### src/rtl/dmem_stream_reader.sv
// Strided read client for one port of the dual-port data memory. It hides the
// 1-cycle read latency and presents the words as a valid/ready stream.
module dmem_stream_reader #(
  parameter int ADDR_W = 10,
  parameter int DATA_W = 32,
  parameter int LEN_W  = 11
) (
  input  logic              clk,
  input  logic              rst_n,
  input  logic              start,
  input  logic [ADDR_W-1:0] base_addr,
  input  logic [LEN_W-1:0]  length,
  input  logic [ADDR_W-1:0] stride,
  output logic              busy,
  output logic              done,
  output logic [ADDR_W-1:0] mem_addr,
  output logic              mem_we,
  output logic [DATA_W-1:0] mem_wdata,
  input  logic [DATA_W-1:0] mem_rdata,
  output logic              out_valid,
  output logic [DATA_W-1:0] out_data,
  output logic              out_last,
  input  logic              out_ready
);

  typedef enum logic [1:0] {
    IDLE,
    RUN,
    DRAIN
  } state_t;

  state_t                   r_state;
  logic                     r_busy;
  logic                     r_done;
  logic [ADDR_W-1:0]        r_mem_addr;
  logic [ADDR_W-1:0]        r_stride;
  logic [LEN_W-1:0]         r_len;
  logic [LEN_W-1:0]         r_issued;
  logic                     r_inflight;
  logic                     r_inflight_last;

  logic [1:0][DATA_W-1:0]   r_fifo_data;
  logic [1:0]               r_fifo_last;
  logic                     r_rd_ptr;
  logic                     r_wr_ptr;
  logic [1:0]               r_count;

  logic                     w_pop;
  logic                     w_push;
  logic                     w_issue;
  logic                     w_issue_last;
  logic [2:0]               w_occupancy;
  logic [2:0]               w_limit;

  assign out_valid = (r_count != 2'd0);
  assign out_data  = r_fifo_data[r_rd_ptr];
  assign out_last  = out_valid & r_fifo_last[r_rd_ptr];

  assign w_pop  = out_valid & out_ready;
  assign w_push = r_inflight;

  // A read may only be issued if its word is guaranteed a FIFO slot when it
  // returns, counting the slot freed by a pop in this same cycle.
  assign w_occupancy  = {1'b0, r_count} + {2'b00, r_inflight};
  assign w_limit      = 3'd2 + {2'b00, w_pop};
  assign w_issue      = (r_state == RUN) && (w_occupancy < w_limit);
  assign w_issue_last = (r_issued == (r_len - LEN_W'(1)));

  assign busy      = r_busy;
  assign done      = r_done;
  assign mem_addr  = r_mem_addr;
  assign mem_we    = 1'b0;
  assign mem_wdata = '0;

  // NOTE: sequential state is updated with <= so every register samples the
  // pre-edge values of the others, independent of statement order.
  always_ff @(posedge clk or negedge rst_n) begin
    if (!rst_n) begin
      r_state         <= IDLE;
      r_busy          <= 1'b0;
      r_done          <= 1'b0;
      r_mem_addr      <= '0;
      r_stride        <= '0;
      r_len           <= '0;
      r_issued        <= '0;
      r_inflight      <= 1'b0;
      r_inflight_last <= 1'b0;
    end else begin
      r_done          <= 1'b0;
      r_inflight      <= w_issue;
      r_inflight_last <= w_issue & w_issue_last;
      case (r_state)
        IDLE: begin
          if (start) begin
            r_len    <= length;
            r_stride <= stride;
            r_issued <= '0;
            if (length != '0) begin
              r_state    <= RUN;
              r_busy     <= 1'b1;
              r_mem_addr <= base_addr;
            end else begin
              r_done <= 1'b1;
            end
          end
        end
        RUN: begin
          if (w_issue) begin
            r_issued <= r_issued + LEN_W'(1);
            if (w_issue_last) begin
              r_state <= DRAIN;
            end else begin
              r_mem_addr <= r_mem_addr + r_stride;
            end
          end
        end
        DRAIN: begin
          // Every read is issued; finish once the last word has left the FIFO.
          if ((r_count == 2'd0) && !r_inflight) begin
            r_done  <= 1'b1;
            r_busy  <= 1'b0;
            r_state <= IDLE;
          end
        end
        default: r_state <= IDLE;
      endcase
    end
  end

  // NOTE: the two FIFO entries are reset because out_data is read straight
  // from the head entry and must be zero out of reset.
  always_ff @(posedge clk or negedge rst_n) begin
    if (!rst_n) begin
      r_fifo_data <= '0;
      r_fifo_last <= '0;
      r_rd_ptr    <= 1'b0;
      r_wr_ptr    <= 1'b0;
      r_count     <= 2'd0;
    end else begin
      if (w_push) begin
        r_fifo_data[r_wr_ptr] <= mem_rdata;
        r_fifo_last[r_wr_ptr] <= r_inflight_last;
        r_wr_ptr              <= ~r_wr_ptr;
      end
      if (w_pop) begin
        r_rd_ptr <= ~r_rd_ptr;
      end
      case ({w_push, w_pop})
        2'b10:   r_count <= r_count + 2'd1;
        2'b01:   r_count <= r_count - 2'd1;
        default: r_count <= r_count;
      endcase
    end
  end

endmodule
### config.mk
export PLATFORM = sky130hd
export DESIGN_NAME = dmem_stream_reader
export DESIGN_NICKNAME = d
export VERILOG_FILES = /design/src/rtl/dmem_stream_reader.sv
export SDC_FILE = /design/constraint.sdc
export NUM_CORES = 1
export LEC_CHECK = 0
export ABC_CLOCK_PERIOD_IN_PS = 3430
export BUFFER_PORTS_ARGS = -buffer_cell sky130_fd_sc_hd__clkbuf_2
export CAP_MARGIN = 20
export CORE_MARGIN = 2
export CORE_UTILIZATION = 40
export CTS_CLUSTER_SIZE = 10
export DETAILED_ROUTE_END_ITERATION = 16
export HOLD_SLACK_MARGIN = 0.06
export PLACE_DENSITY_LB_ADDON = 0.1
export SLEW_MARGIN = 20
export SYNTH_ARGS = -nofsm -noshare
export SYNTH_HDL_FRONTEND = slang
export SYNTH_SLANG_ARGS = --single-unit
### constraint.sdc
create_clock -name clk -period 3.43 [get_ports clk]
set_input_delay 0.343 -clock clk [delete_from_list [all_inputs] [get_ports clk]]
set_output_delay 0.343 -clock clk [all_outputs]
set_load 0.01 [all_outputs]
# [After elaboration in Yosys (flattened, before gate mapping)]
# Cells that the tools add are included.
[word_totals] regBits=118 word_cells=91 inputBits=67 out_inout_bits=79
[classes] n_eq_ne=11 magnitude_cmp=4 bitwise=5 n_addsub=7 mux=33 n_reduce_logical=16
[op_table] cell="2-to-1 mux 32 bit" n=3
[op_table] cell="bitwise mux 64 bit" n=1
[op_table] cell="2-to-1 mux 10 bit" n=4
[op_table] cell="demux 32 bit (select 1 bit)" n=1
[op_table] cell="2-to-1 mux 11 bit" n=2
[op_table] cell="case mux 11 bit (2 select lines)" n=1
[op_table] cell="case mux 10 bit (2 select lines)" n=1
[op_table] cell="!= test 2 bit, second input constant" n=6
[op_table] cell="adder 11 x 1 -> 11 bit, second input constant" n=1
[op_table] cell="equality test 11 bit" n=1
[op_table] cell="nonzero test 11 bit" n=1
[op_table] cell="subtractor 11 x 1 -> 11 bit, second input constant" n=1
[op_table] cell="adder 10 bit" n=1
[op_table] cell="2-to-1 mux 2 bit" n=5
[op_table] cell="AND reduction 5 bit" n=2
[op_table] cell="2-to-1 mux 1 bit" n=9
[op_table] cell="nonzero test 2 bit" n=4
[op_table] cell="case mux 2 bit (3 select lines)" n=1
[op_table] cell="equality test 2 x 1 -> 1 bit, second input constant" n=2
[op_table] cell="equality test 2 bit, second input constant" n=2
[op_table] cell="zero test 2 bit" n=2
[op_table] cell="less-than comparator 1 x 2 -> 1 bit, second input constant" n=2
[op_table] cell="case mux 1 bit (2 select lines)" n=2
[op_table] cell="case mux 2 bit (2 select lines)" n=1
[op_table] cell="other kinds (15)" n=20

# [Logic depth before layout (Yosys ltp)]
# Gate-level depths: netlist of run 1.
[depth] word_depth=7 depth_mapped=9 mapped_depth_nobuf=9

# [Worst setup path before layout of run 1]
# No wires, ideal clock.
[synth_timing] path_type="register -> register" from="register r_count[0]" to="register r_mem_addr[5], in the netlist mem_addr[5]" t_arrival_ns=2.011 slack_ns=1.294 path_buffers=0 t_required_ns=3.305 path_stages_with_launch=9 setup_time_ns=0.125 cell_sequence="dfrtp_1 ha_1 ha_1 o21ai_0 nand2_1 clkinv_1 nor2_1 a31oi_4 mux2_4"
[synth_between] elab_chain_cells=7
[synth_lines] element="from (decl)" line_no="46" source="logic [1:0] r_count;"
[synth_lines] element="from (signal assigned)" line_no="149" source="2'b10: r_count <= r_count + 2'd1;"
[synth_lines] element="from (signal assigned)" line_no="150" source="2'b01: r_count <= r_count - 2'd1;"
[synth_lines] element="from (signal assigned)" line_no="151" source="default: r_count <= r_count;"
[synth_lines] element="nonzero test 2 bit" line_no="55" source="assign out_valid = (r_count != 2'd0);"
[synth_lines] element="bitwise AND 1 bit" line_no="59" source="assign w_pop = out_valid & out_ready;"
[synth_lines] element="adder 2 x 1 -> 3 bit" line_no="65" source="assign w_limit = 3'd2 + {2'b00, w_pop};"
[synth_lines] element="less-than comparator 3 bit (*)" line_no="66" source="assign w_issue = (r_state == RUN) && (w_occupancy < w_limit);"
[synth_lines] element="logical AND 1 bit (*)" line_no="66"
[synth_lines] element="named net w_issue" line_no="50" source="logic w_issue;"
[synth_lines] element="!= test 2 bit (no line) (*)"
[synth_lines] element="AND reduction 5 bit (no line) (*)"
[synth_lines] element="to (signal assigned)" line_no="101" source="r_mem_addr <= base_addr;"
[synth_lines] element="to (signal assigned)" line_no="113" source="r_mem_addr <= r_mem_addr + r_stride;"
[synth_lines] element="to (decl)" line_no="35" source="logic [ADDR_W-1:0] r_mem_addr;"
# The timed path passes the listed nets; every way through them passes the cells marked *.
# A chain may end at the register's enable or synchronous reset.

# [Worst setup path in the final report of run 1]
[layout_timing] from="register r_count[0]" to="register r_mem_addr[6], in the netlist mem_addr[6]"
# Same word-level chain as after synthesis.

==> results of run 1 <==
worst min-delay path, cell delays in order:
cell and delay [ns]:
sky130_fd_sc_hd__clkbuf_2 0.07, sky130_fd_sc_hd__nand2_1 0.03, sky130_fd_sc_hd__o21ai_0 0.06
synth_stat cells (all sizes together) (10+ instances only):
cell type	count	area, µm²
a21oi	13	65.06
buf	40	275.3
clkbuf	10	38.78
dfrtp	118	2953
ha	14	175.2
inv	17	63.81
mux2	116	1314
nand2	25	93.84
nand4	10	62.56
nor2	22	82.58
o21ai	18	93.84
xnor2	21	183.9
xor2	10	87.58
power by group:
group | internal (mW) | total [mW] | switching (mW)
sequential | 2.07 | 2.56 | 0.497
combinational | 1.96 | 3.79 | 1.83
clock | 1.26 | 1.87 | 0.605
total | 5.29 | 8.22 | 2.93
area by class of cell:
class	instances	area [µm²]
multi-input combinational	370	2968
sequential	118	2953
inverter	18	67.56
clock buffer	21	470.5
clock inverter	8	148.9
timing repair buffer	118	623.1
tap	188	235.2
fill	1382	7680
flip-flops by register name, indices dropped and copies added (netlist names):
register and cells:
r_rd_ptr 1, r_len 11, r_issued 11, r_fifo_last 2, busy 1, r_wr_ptr 1, r_count 2, r_inflight_last 1
r_fifo_data 64, r_stride 10, r_inflight 1, r_state 2, done 1, mem_addr 10
stage by stage:
step           util, %  cells
2_1_floorplan        -    556
3_3_place_gp     45.14    811
3_5_place_dp     45.14    811
4_1_cts          49.29    841
5_1_grt          49.29    841
6_report         49.29    841
routing by layer:
metal / share of wire (%) / track usage, %
met1: 48 / 21.95
met5: 0 / 0
met4: 0.36 / 5.430
met3: 4.7 / 4.800
met2: 47 / 25.81
final timing paths:
path / endpoint / slack, ns / from / cells past startpoint
worst min-delay path: r_stride[1]$_DFFE_PN0P_ / 0.15 / stride[1] / 3
worst max-delay path: mem_addr[6]$_DFFE_PN0P_ / 0.98 / r_count[0]$_DFFE_PN0P_ / 8
min in group asynchronous: r_fifo_data[11]$_DFFE_PN0P_ / 0.55 / rst_n / 2
max in group asynchronous: r_fifo_last[1]$_DFFE_PN0P_ / 2.05 / rst_n / 3
worst max register to register: mem_addr[6]$_DFFE_PN0P_ / 0.98 / r_count[0]$_DFFE_PN0P_ / 8
worst min register to register: r_fifo_data[50]$_DFFE_PN0P_ / 0.50 / r_fifo_data[50]$_DFFE_PN0P_ / 1
kinds of logic after synthesis:
group	Yosys count	synth area share, %
mux	117	21.45
flops	118	47.84
buf+inv	68	6.183
other cells	1	0.06076
compound gates	60	6.751
xor+xnor	31	4.399
fa+ha+maj	16	3.325
simple gates	113	9.994
==> results.rst, run 1 <==
.. list-table::
   :header-rows: 1

   * - Metric
     - Value
   * - Outcome
     - finished clean
   * - Async S/R FF share, synth
     - 100.0%
   * - Power, Total
     - 8.220 mW
   * - Post-layout nets
     - 725
   * - Maximum Capacitance Violations
     - 0
   * - Data required time at the worst endpoint
     - 3.71 ns
   * - Number of enable-type register cells in the synthesized netlist
     - 0
   * - Routability-driven placement congestion ratio
     - 0.7983
   * - Final non-filler cell area
     - 0.007466 mm²
   * - Worst hold margin
     - 0.1504 ns
   * - Clock transition at path regs
     - 0.05 ns
   * - Y dimension of the die
     - 128.2 µm
   * - Worst IR drop on VDD
     - 501.5 µV
   * - Commonest non-fill, non-tap cells in the layout
     - sky130_fd_sc_hd__dfrtp_1, sky130_fd_sc_hd__mux2_2, sky130_fd_sc_hd__clkbuf_2
   * - Half-perimeter wire length of the detailed placement result
     - 9.212 mm
   * - Fmax
     - 409.0 MHz
   * - Number of distinct library cell variants in the gate-level netlist after synthesis
     - 59
   * - Die Area
     - 0.01644 mm²
   * - Resized cells post-CTS
     - 0
   * - Placed Area
     - 0.006837 mm²
   * - Detail Route Antenna Nets
     - 0
   * - Via count
     - 4200
   * - Number of design rule violations left after detail routing
     - 0
   * - Clock skew
     - 0.005884 ns
   * - Via count of the first global-routing pass
     - 4229
   * - Clock Tree Root
     - sky130_fd_sc_hd__clkbuf_16
   * - Starting density of the core
     - 40.75%
   * - Slowest library cell on the worst path
     - sky130_fd_sc_hd__dfrtp_1
   * - Setup repair after global routing missed its margin
     - false
   * - Area inside the core boundary
     - 0.01515 mm²
   * - Peak fanout along the critical path
     - 8
   * - Latest clock arrival within the worst-skew pair
     - 0.41 ns
   * - Number of clock buffers inserted by TritonCTS
     - 17
   * - Number of setup violations in the final report
     - 0
   * - Synth Cell Area
     - 0.006172 mm²
   * - Worst slack, placed
     - 0.9707 ns
   * - Worst Setup Slack, final
     - 0.9850 ns
   * - Global-route wire length before repair
     - 20.98 mm
   * - Total gr overflow
     - 0
   * - Worst path max stage delay
     - 0.43 ns
   * - Post-CTS Hold Buffers
     - 1
   * - Area growth from synthesis to final layout
     - 20.96%
   * - CTS tree
     - done
   * - Register bit total from synthesis
     - 118
   * - CP arrival
     - 2.73 ns
   * - Wire length reported by the detailed router
     - 12.91 mm
   * - Drt first pass iters
     - 4
   * - PortBufs
     - 112
   * - Postcts setup bufs
     - 0
   * - Cells after synthesis
     - 524
   * - Seq/Total Area, Yosys
     - 47.84%
   * - Fraction of layout instances using a drive strength above 1
     - 42.73%
   * - Via-to-Cell Ratio
     - 4.994
   * - DRC marker count from the first detailed-route iteration
     - 197
   * - Setup_tns
     - 0 ns
   * - Chip Width
     - 128.2 µm
   * - Kind of start point of the critical path
     - flip-flop
   * - Number of buffer and inverter stages on the critical path
     - 1
   * - Number of warnings printed during yosys synthesis
     - 0
   * - Headroom to the max-slew limit
     - 46.20%
   * - Pin count of the biggest net entering global routing
     - 62
   * - Power density normalized to cell area
     - 1101 mW/mm²
   * - Actual slew at the worst max-slew pin
     - 0.8070 ns
   * - CP Capture Type
     - flip-flop
   * - Cell chain of the critical path
     - ha_1 -> ha_1 -> o21ai_0 -> nand2_1 -> clkinv_1 -> nor2_1 -> a31oi_4 -> mux2_4
   * - Final worst path period share
     - 71.28%
   * - Max Transition Viols Final
     - 0
   * - Cell type with the highest occurrence count on the critical path
     - sky130_fd_sc_hd__ha_1
   * - Num Clock Sinks
     - 118
   * - Time the final worst path needs with I/O delays and setup
     - 2.445 ns
   * - Longest Clk Path Bufs
     - 2
   * - Cell family contributing the most delay on the critical path
     - simple AND/OR/NAND/NOR gates
   * - Static Leakage
     - 3.375 nW
   * - CTS H-Tree Depth
     - 4
   * - Hold violation total from the final report
     - 0
   * - Number of standard-cell rows in the floorplan
     - 45
   * - Most frequent standard cell in the layout excluding fill and tap cells
     - sky130_fd_sc_hd__dfrtp_1
   * - Average detailed-routed wire length per instance
     - 15.35 µm
   * - Kind of critical path
     - reg2reg
   * - Class of the tightest hold or removal check
     - in2reg
   * - Most frequently used flop master after synthesis
     - sky130_fd_sc_hd__dfrtp_1
   * - I/O pin count
     - 146
   * - Post-Syn Area per Cell
     - 11.78 µm²
   * - Number of antenna violations at the first check in global routing
     - 0
   * - Gr usage total
     - 16.47%
   * - Antenna diode count
     - 0
(Power assumes the default switching activity.)
==> run 2: changes to the inputs <==
ABC_CLOCK_PERIOD_IN_PS = 2300   (was 3430)
clock period = 2.3 ns   (was 3.43 ns; I/O delays follow)
==> run 2 against run 1 <==
Compared with the run above:
- core utilization rose by 3.5 points
- first-iteration DRC count down 13%
- maximum frequency grew 11%
- flip-flop and latch count did not move
- sequential power grew 50%
- non-clock buffer count rose by 56
- critical endpoint unchanged
- clock-buffer cell count shrank 2
==> results.rst, run 2 (same netlist as run 1, synthesis figures left out) <==
.. list-table::
   :header-rows: 1

   * - Metric
     - Value
   * - Fmax
     - 452.8 MHz (+11%)
   * - Area growth from synthesis to final layout
     - 29.47%
   * - Power density normalized to cell area
     - 1552 mW/mm² (+41%)
   * - CP Capture Type
     - flip-flop
   * - Time the final worst path needs with I/O delays and setup
     - 2.209 ns (-0.2363 ns)
   * - Half-perimeter wire length of the detailed placement result
     - 9.655 mm (+4.8%)
   * - Class of the tightest hold or removal check
     - in2reg
   * - Antenna diode count
     - 0 (unchanged)
   * - Starting density of the core
     - 40.75% (unchanged)
   * - Total gr overflow
     - 0 (unchanged)
   * - Longest Clk Path Bufs
     - 2 (unchanged)
   * - I/O pin count
     - 146 (unchanged)
   * - Wire length reported by the detailed router
     - 13.95 mm (+8.0%)
   * - Via-to-Cell Ratio
     - 4.960 (-0.68%)
   * - Gr usage total
     - 17.50% (+1.0 points)
   * - Drt first pass iters
     - 4 (unchanged)
   * - Final worst path period share
     - 96.03% (+25 points)
   * - Latest clock arrival within the worst-skew pair
     - 0.41 ns (about the same)
   * - Peak fanout along the critical path
     - 7 (-1)
   * - Area inside the core boundary
     - 0.01515 mm² (unchanged)
   * - Setup_tns
     - 0 ns (unchanged)
   * - Via count of the first global-routing pass
     - 4575 (+8.2%)
   * - Clock transition at path regs
     - 0.05 ns (about the same)
   * - Max Transition Viols Final
     - 0 (unchanged)
   * - Data required time at the worst endpoint
     - 2.59 ns (-1.12 ns)
   * - Register with the most flip-flops
     - r_fifo_data
   * - CP arrival
     - 2.50 ns (-0.23 ns)
   * - Headroom to the max-slew limit
     - 61.95% (+16 points)
   * - Hold violation total from the final report
     - 0 (unchanged)
   * - Die Area
     - 0.01644 mm² (unchanged)
   * - Setup repair after global routing missed its margin
     - true
   * - Detail Route Antenna Nets
     - 0 (unchanged)
   * - Y dimension of the die
     - 128.2 µm (unchanged)
   * - Number of clock buffers inserted by TritonCTS
     - 17 (unchanged)
   * - Worst IR drop on VDD
     - 650.9 µV (+30%)
   * - Clock skew
     - 0.007771 ns (+0.001888 ns)
   * - Clock Tree Root
     - sky130_fd_sc_hd__clkbuf_16
   * - Commonest non-fill, non-tap cells in the layout
     - sky130_fd_sc_hd__mux2_2, sky130_fd_sc_hd__dfrtp_1, sky130_fd_sc_hd__clkbuf_2
   * - Power, Total
     - 12.40 mW (+51%)
   * - Via count
     - 4464 (+6.3%)
   * - Actual slew at the worst max-slew pin
     - 0.5708 ns (-0.2361 ns)
   * - Average detailed-routed wire length per instance
     - 15.50 µm (+0.97%)
   * - Kind of start point of the critical path
     - flip-flop
   * - Number of setup violations in the final report
     - 0 (unchanged)
   * - DRC marker count from the first detailed-route iteration
     - 171 (-13%)
   * - CTS H-Tree Depth
     - 4 (unchanged)
   * - Fraction of layout instances using a drive strength above 1
     - 43.12% (+0.39 points)
   * - Outcome
     - finished clean
   * - Post-layout nets
     - 781 (+7.7%)
   * - Number of antenna violations at the first check in global routing
     - 0 (unchanged)
   * - Registers with the most flip-flops
     - r_fifo_data x64, r_issued x11, r_len x11
   * - Num Clock Sinks
     - 118 (unchanged)
   * - CTS tree
     - done
   * - Chip Width
     - 128.2 µm (unchanged)
   * - Global-route wire length before repair
     - 22.42 mm (+6.8%)
   * - Number of flip-flops in the largest register
     - 64 (unchanged)
   * - PortBufs
     - 112 (unchanged)
   * - Static Leakage
     - 3.596 nW (+6.5%)
   * - Kind of critical path
     - reg2reg
   * - Routability-driven placement congestion ratio
     - 0.8795 (+10%)
   * - Pin count of the biggest net entering global routing
     - 50 (-19%)
   * - Number of design rule violations left after detail routing
     - 0 (unchanged)
   * - Maximum Capacitance Violations
     - 0 (unchanged)
   * - Number of standard-cell rows in the floorplan
     - 45 (unchanged)
## run 2: path summary, 6_finish.rpt
path | start | to | slack (ns) | cells after the start
hold reg to reg | r_fifo_data[48]$_DFFE_PN0P_ | r_fifo_data[48]$_DFFE_PN0P_ | 0.50 | 1
min in group asynchronous | rst_n | r_fifo_data[11]$_DFFE_PN0P_ | 0.37 | 2
setup / recovery | r_len[2]$_DFFE_PN0P_ | mem_addr[6]$_DFFE_PN0P_ | 0.09 | 7
max in group asynchronous | rst_n | r_len[0]$_DFFE_PN0P_ | 1.08 | 3
hold / removal | mem_rdata[14] | r_fifo_data[46]$_DFFE_PN0P_ | 0.08 | 2
setup reg to reg | r_len[2]$_DFFE_PN0P_ | mem_addr[6]$_DFFE_PN0P_ | 0.09 | 7
## run 2: routing by layer
layer | global-route usage [%] | part of all wire (%) | vias to the layer above
met5 | 0 | 0 | -
met4 | 5.430 | 0.75 | 0
met3 | 4.341 | 4.3 | 7
met2 | 29.01 | 49 | 108
met1 | 22.60 | 46 | 2196
li1 | - | - | 2153
## run 2: worst max-delay path: stages (launching register included)
cell and delay (ns):
sky130_fd_sc_hd__dfrtp_2 0.46, sky130_fd_sc_hd__nor3_4 0.30, sky130_fd_sc_hd__buf_4 0.17, sky130_fd_sc_hd__xnor2_1 0.10
sky130_fd_sc_hd__nor4b_2 0.26, sky130_fd_sc_hd__o2111a_2 0.30, sky130_fd_sc_hd__a31oi_4 0.16, sky130_fd_sc_hd__mux2_4 0.33
## run 2: through the flow
stage / utilization, % / setup WS [ns] / hold WS, ns / instances / cell area, µm²
global route: 52.76 / -0.07420 / 0.06588 / 900 / 7991
floorplan: - / 0.1637 / -0.06559 / 556 / 6292
detailed placement: 45.70 / -0.04966 / 0.2637 / 819 / 6922
CTS: 52.20 / 0.01389 / 0.06002 / 894 / 7906
global placement: 45.70 / 0.03796 / 0.2616 / 819 / 6922
finish: 52.76 / 0.09129 / 0.08024 / 900 / 7991
## run 2: final cells by class
| cell class | instances | area, µm² |
|---|---|---|
| timing repair buffer | 174 | 1169 |
| inverter | 18 | 67.56 |
| sequential | 118 | 2958 |
| fill | 1349 | 7154 |
| clock buffer | 19 | 432.9 |
| clock inverter | 13 | 107.6 |
| tap | 188 | 235.2 |
| multi-input combinational | 370 | 3022 |
## run 2: timing repair
item,in CTS,in global routing
hold buffers,41,0
gates resized for setup,3,12
hold endpoints to repair,95,0
pin swaps,1,8
buffers inserted,2,6
endpoints found under the setup margin,8,15
## run 2: power breakdown
| part | switching [mW] | total (mW) | internal (mW) |
|---|---|---|---|
| combinational | 2.87 | 6.12 | 3.25 |
| sequential | 0.764 | 3.85 | 3.09 |
| clock | 0.960 | 2.44 | 1.48 |
==> run 3: changes to the inputs <==
CELL_PAD_IN_SITES_DETAIL_PLACEMENT = 1   (was unset)
CELL_PAD_IN_SITES_GLOBAL_PLACEMENT = 2   (was unset)
CORE_MARGIN = 5   (was 2)
CORE_UTILIZATION = 35   (was 40)
==> run 3 against run 2 <==
Compared with the run above:
- the run now ends with negative setup slack left
- hold slack better by 0.00064 ns
- total power rose by 3.8%
- wire length is 14% higher
- flip-flop and latch count unchanged
- die area rose by 24%
- sequential share of layout area fell by 0.62 points
- clock skew increased by 0.0043 ns
- sequential power barely moved
- combinational power rose by 3.4%
- first-iteration DRC count fell by 17%
- clock-buffer cell count decreased by 2
- non-clock buffer count rose by 1
- largest power group unchanged
- highest routed layer unchanged
==> results.rst, run 3 (same netlist as run 1, synthesis figures left out) <==
.. list-table::
   :header-rows: 1

   * - Metric
     - Value
   * - Highest metal used
     - met4
   * - Drt first pass iters
     - 4 (unchanged)
   * - Detail Route Antenna Nets
     - 0 (unchanged)
   * - Die Area
     - 0.02039 mm² (+24%)
   * - Register with the most flip-flops
     - r_fifo_data
   * - Setup repair after global routing missed its margin
     - true
   * - Pin count of the biggest net entering global routing
     - 59 (+18%)
   * - CP arrival
     - 2.59 ns (+0.09 ns)
   * - Antenna diode count
     - 0 (unchanged)
   * - Area growth from synthesis to final layout
     - 31.58%
   * - Number of antenna violations at the first check in global routing
     - 0 (unchanged)
   * - Clock Tree Root
     - sky130_fd_sc_hd__clkbuf_16
   * - Starting density of the core
     - 35.68% (-5.1 points)
   * - PortBufs
     - 112 (unchanged)
   * - Violated checks
     - negative setup slack
   * - Clock transition at path regs
     - 0.06 ns (about the same)
   * - Routed met3 length
     - 710 µm (+18%)
   * - Wire length reported by the detailed router
     - 15.84 mm (+14%)
   * - Peak fanout along the critical path
     - 7 (unchanged)
   * - Worst hold margin
     - 0.08087 ns (+0.0006351 ns)
   * - Commonest non-fill, non-tap cells in the layout
     - sky130_fd_sc_hd__dfrtp_1, sky130_fd_sc_hd__mux2_2, sky130_fd_sc_hd__clkbuf_2
   * - Detail Route met2 WL
     - 7.888 mm (+16%)
   * - Average detailed-routed wire length per instance
     - 16.88 µm (+8.9%)
   * - CTS H-Tree Depth
     - 4 (unchanged)
   * - Actual slew at the worst max-slew pin
     - 0.5437 ns (-0.02714 ns)
   * - Chip Width
     - 142.8 µm (+11%)
   * - Total area of sequential cells
     - 0.002955 mm² (about the same)
   * - Total gr overflow
     - 0 (unchanged)
   * - Data required time at the worst endpoint
     - 2.59 ns (about the same)
   * - Layout filler cell count
     - 1868 (+38%)
   * - Max Transition Viols Final
     - 0 (unchanged)
   * - Num Clock Sinks
     - 118 (unchanged)
   * - Fraction of layout instances using a drive strength above 1
     - 43.62% (+0.50 points)
   * - Via count of the first global-routing pass
     - 5109 (+12%)
   * - Registers with the most flip-flops
     - r_fifo_data x64, r_issued x11, r_len x11
   * - Longest Clk Path Bufs
     - 2 (unchanged)
   * - Final non-filler cell area
     - 0.008122 mm² (+1.6%)
   * - Number of setup violations in the final report
     - 1 (+1)
   * - Static Leakage
     - 3.654 nW (+1.6%)
   * - Time the final worst path needs with I/O delays and setup
     - 2.307 ns (+0.09795 ns)
   * - Worst Setup Slack, final
     - -0.006662 ns (-0.09795 ns)
   * - Power density normalized to cell area
     - 1585 mW/mm² (+2.1%)
   * - Half-perimeter wire length of the detailed placement result
     - 11.48 mm (+19%)
   * - CP Capture Type
     - flip-flop
   * - Via count
     - 4570 (+2.4%)
   * - Footprint of the multi-input gates
     - 0.003040 mm² (+0.62%)
   * - Number of flip-flops in the largest register
     - 64 (unchanged)
   * - Worst IR drop on VDD
     - 759.7 µV (+17%)
   * - Most frequent standard cell in the layout excluding fill and tap cells
     - sky130_fd_sc_hd__dfrtp_1
   * - Number of standard-cell rows in the floorplan
     - 48 (+6.7%)
   * - DRC marker count from the first detailed-route iteration
     - 142 (-17%)
   * - Post-Route M1 WL
     - 6.946 mm (+8.1%)
   * - Kind of critical path
     - reg2reg
   * - Y dimension of the die
     - 142.8 µm (+11%)
   * - Area inside the core boundary
     - 0.01730 mm² (+14%)
   * - CTS tree
     - done
   * - Number of clock buffers inserted by TritonCTS
     - 17 (unchanged)
   * - Final worst path period share
     - 100.3% (+4.3 points)
   * - Kind of start point of the critical path
     - flip-flop
   * - Outcome
     - complete, but fails checks
   * - Number of design rule violations left after detail routing
     - 0 (unchanged)
   * - Routability-driven placement congestion ratio
     - 0.8343 (-5.1%)
   * - Maximum Capacitance Violations
     - 0 (unchanged)
   * - Global-route wire length before repair
     - 25.72 mm (+15%)
   * - Class of the tightest hold or removal check
     - in2reg
   * - Post-layout nets
     - 782 (+0.13%)
   * - Clock skew
     - 0.01203 ns (+0.004260 ns)
   * - Headroom to the max-slew limit
     - 63.75% (+1.8 points)
   * - Fmax
     - 433.5 MHz (-4.2%)
   * - I/O pin count
     - 146 (unchanged)
   * - Via-to-Cell Ratio
     - 4.872 (-1.8%)
   * - Latest clock arrival within the worst-skew pair
     - 0.41 ns (about the same)
   * - Gr usage total
     - 15.95% (-1.5 points)
   * - Placed Area
     - 0.007020 mm² (+1.4%)
   * - Hold violation total from the final report
     - 0 (unchanged)
==> run 3: changes by cell type in the layout (fill, tap and decap cells not counted), moves of 2 or more <==
cell	previous run	this run
sky130_fd_sc_hd__dlygate4sd3_1	41	38
sky130_fd_sc_hd__clkinv_4	0	3
sky130_fd_sc_hd__clkbuf_1	2	0
sky130_fd_sc_hd__bufinv_16	1	3
sky130_fd_sc_hd__dfrtp_1	114	116
sky130_fd_sc_hd__dfrtp_2	4	2
sky130_fd_sc_hd__buf_4	19	22
sky130_fd_sc_hd__clkinv_2	6	3
==> run 3: power breakdown <==
part	switching, mW	internal, mW
Sequential	0.771	3.08
Combinational	3.02	3.31
Clock	0.981	1.71
==> run 3: layer usage <==
| layer | track usage [%] | vias to the layer above |
|---|---|---|
| met5 | 0 | - |
| met4 | 5.553 | 0 |
| met3 | 3.282 | 20 |
| met2 | 27.52 | 106 |
| met1 | 19.86 | 2289 |
| li1 | - | 2155 |
==> run 3: stage by stage <==
step | cells | power, mW | TNS, ns | setup WS [ns] | utilization, %
4_1_cts | 935 | 12.86 | 0 | 0.005887 | 46.42
5_1_grt | 938 | 13.84 | -0.8974 | -0.1335 | 46.95
3_5_place_dp | 863 | 9.959 | -0.09478 | -0.03680 | 40.59
3_3_place_gp | 863 | 9.705 | 0 | 0.02702 | 40.59
6_report | 938 | 12.87 | -0.006662 | -0.006662 | 46.95
2_1_floorplan | 556 | 7.985 | 0 | 0.1637 | -
==> run 3: worst paths after layout <==
kind,startpoint,end,slack (ns),cells past startpoint
hold reg to reg,r_fifo_data[39]$_DFFE_PN0P_,r_fifo_data[39]$_DFFE_PN0P_,0.50,1
hold / removal,mem_rdata[29],r_fifo_data[29]$_DFFE_PN0P_,0.08,2
min in group asynchronous,rst_n,r_len[8]$_DFFE_PN0P_,0.33,2
max in group asynchronous,rst_n,r_fifo_data[47]$_DFFE_PN0P_,1.21,3
setup reg to reg,r_len[1]$_DFFE_PN0P_,mem_addr[6]$_DFFE_PN0P_,-0.007,8
setup / recovery,r_len[1]$_DFFE_PN0P_,mem_addr[6]$_DFFE_PN0P_,-0.007,8
==> run 3: critical path, cell delays in order, from the launching register on <==
cell	delay (ns)
sky130_fd_sc_hd__dfrtp_1	0.41
sky130_fd_sc_hd__inv_1	0.12
sky130_fd_sc_hd__ha_4	0.17
sky130_fd_sc_hd__nor4b_4	0.30
sky130_fd_sc_hd__nand4_1	0.20
sky130_fd_sc_hd__o21ai_1	0.17
sky130_fd_sc_hd__o2111a_2	0.30
sky130_fd_sc_hd__a31oi_4	0.17
sky130_fd_sc_hd__mux2_4	0.35
==> run 3: area by class of cell <==
cell class                 instances  area share, %
timing repair buffer             175          14.44
tap                              225          3.466
sequential                       118          36.39
clock buffer                      17          5.238
multi-input combinational        370          37.44
inverter                          18         0.8319
clock inverter                    15          2.203
==> run 3: timing repair <==
| item | CTS | global route |
|---|---|---|
| setup endpoints to repair | 8 | 12 |
| pin swaps | 2 | 9 |
| hold buffers | 38 | 0 |
| setup buffers | 2 | 3 |
| hold endpoints to repair | 81 | 0 |
| gates resized for setup | 2 | 14 |
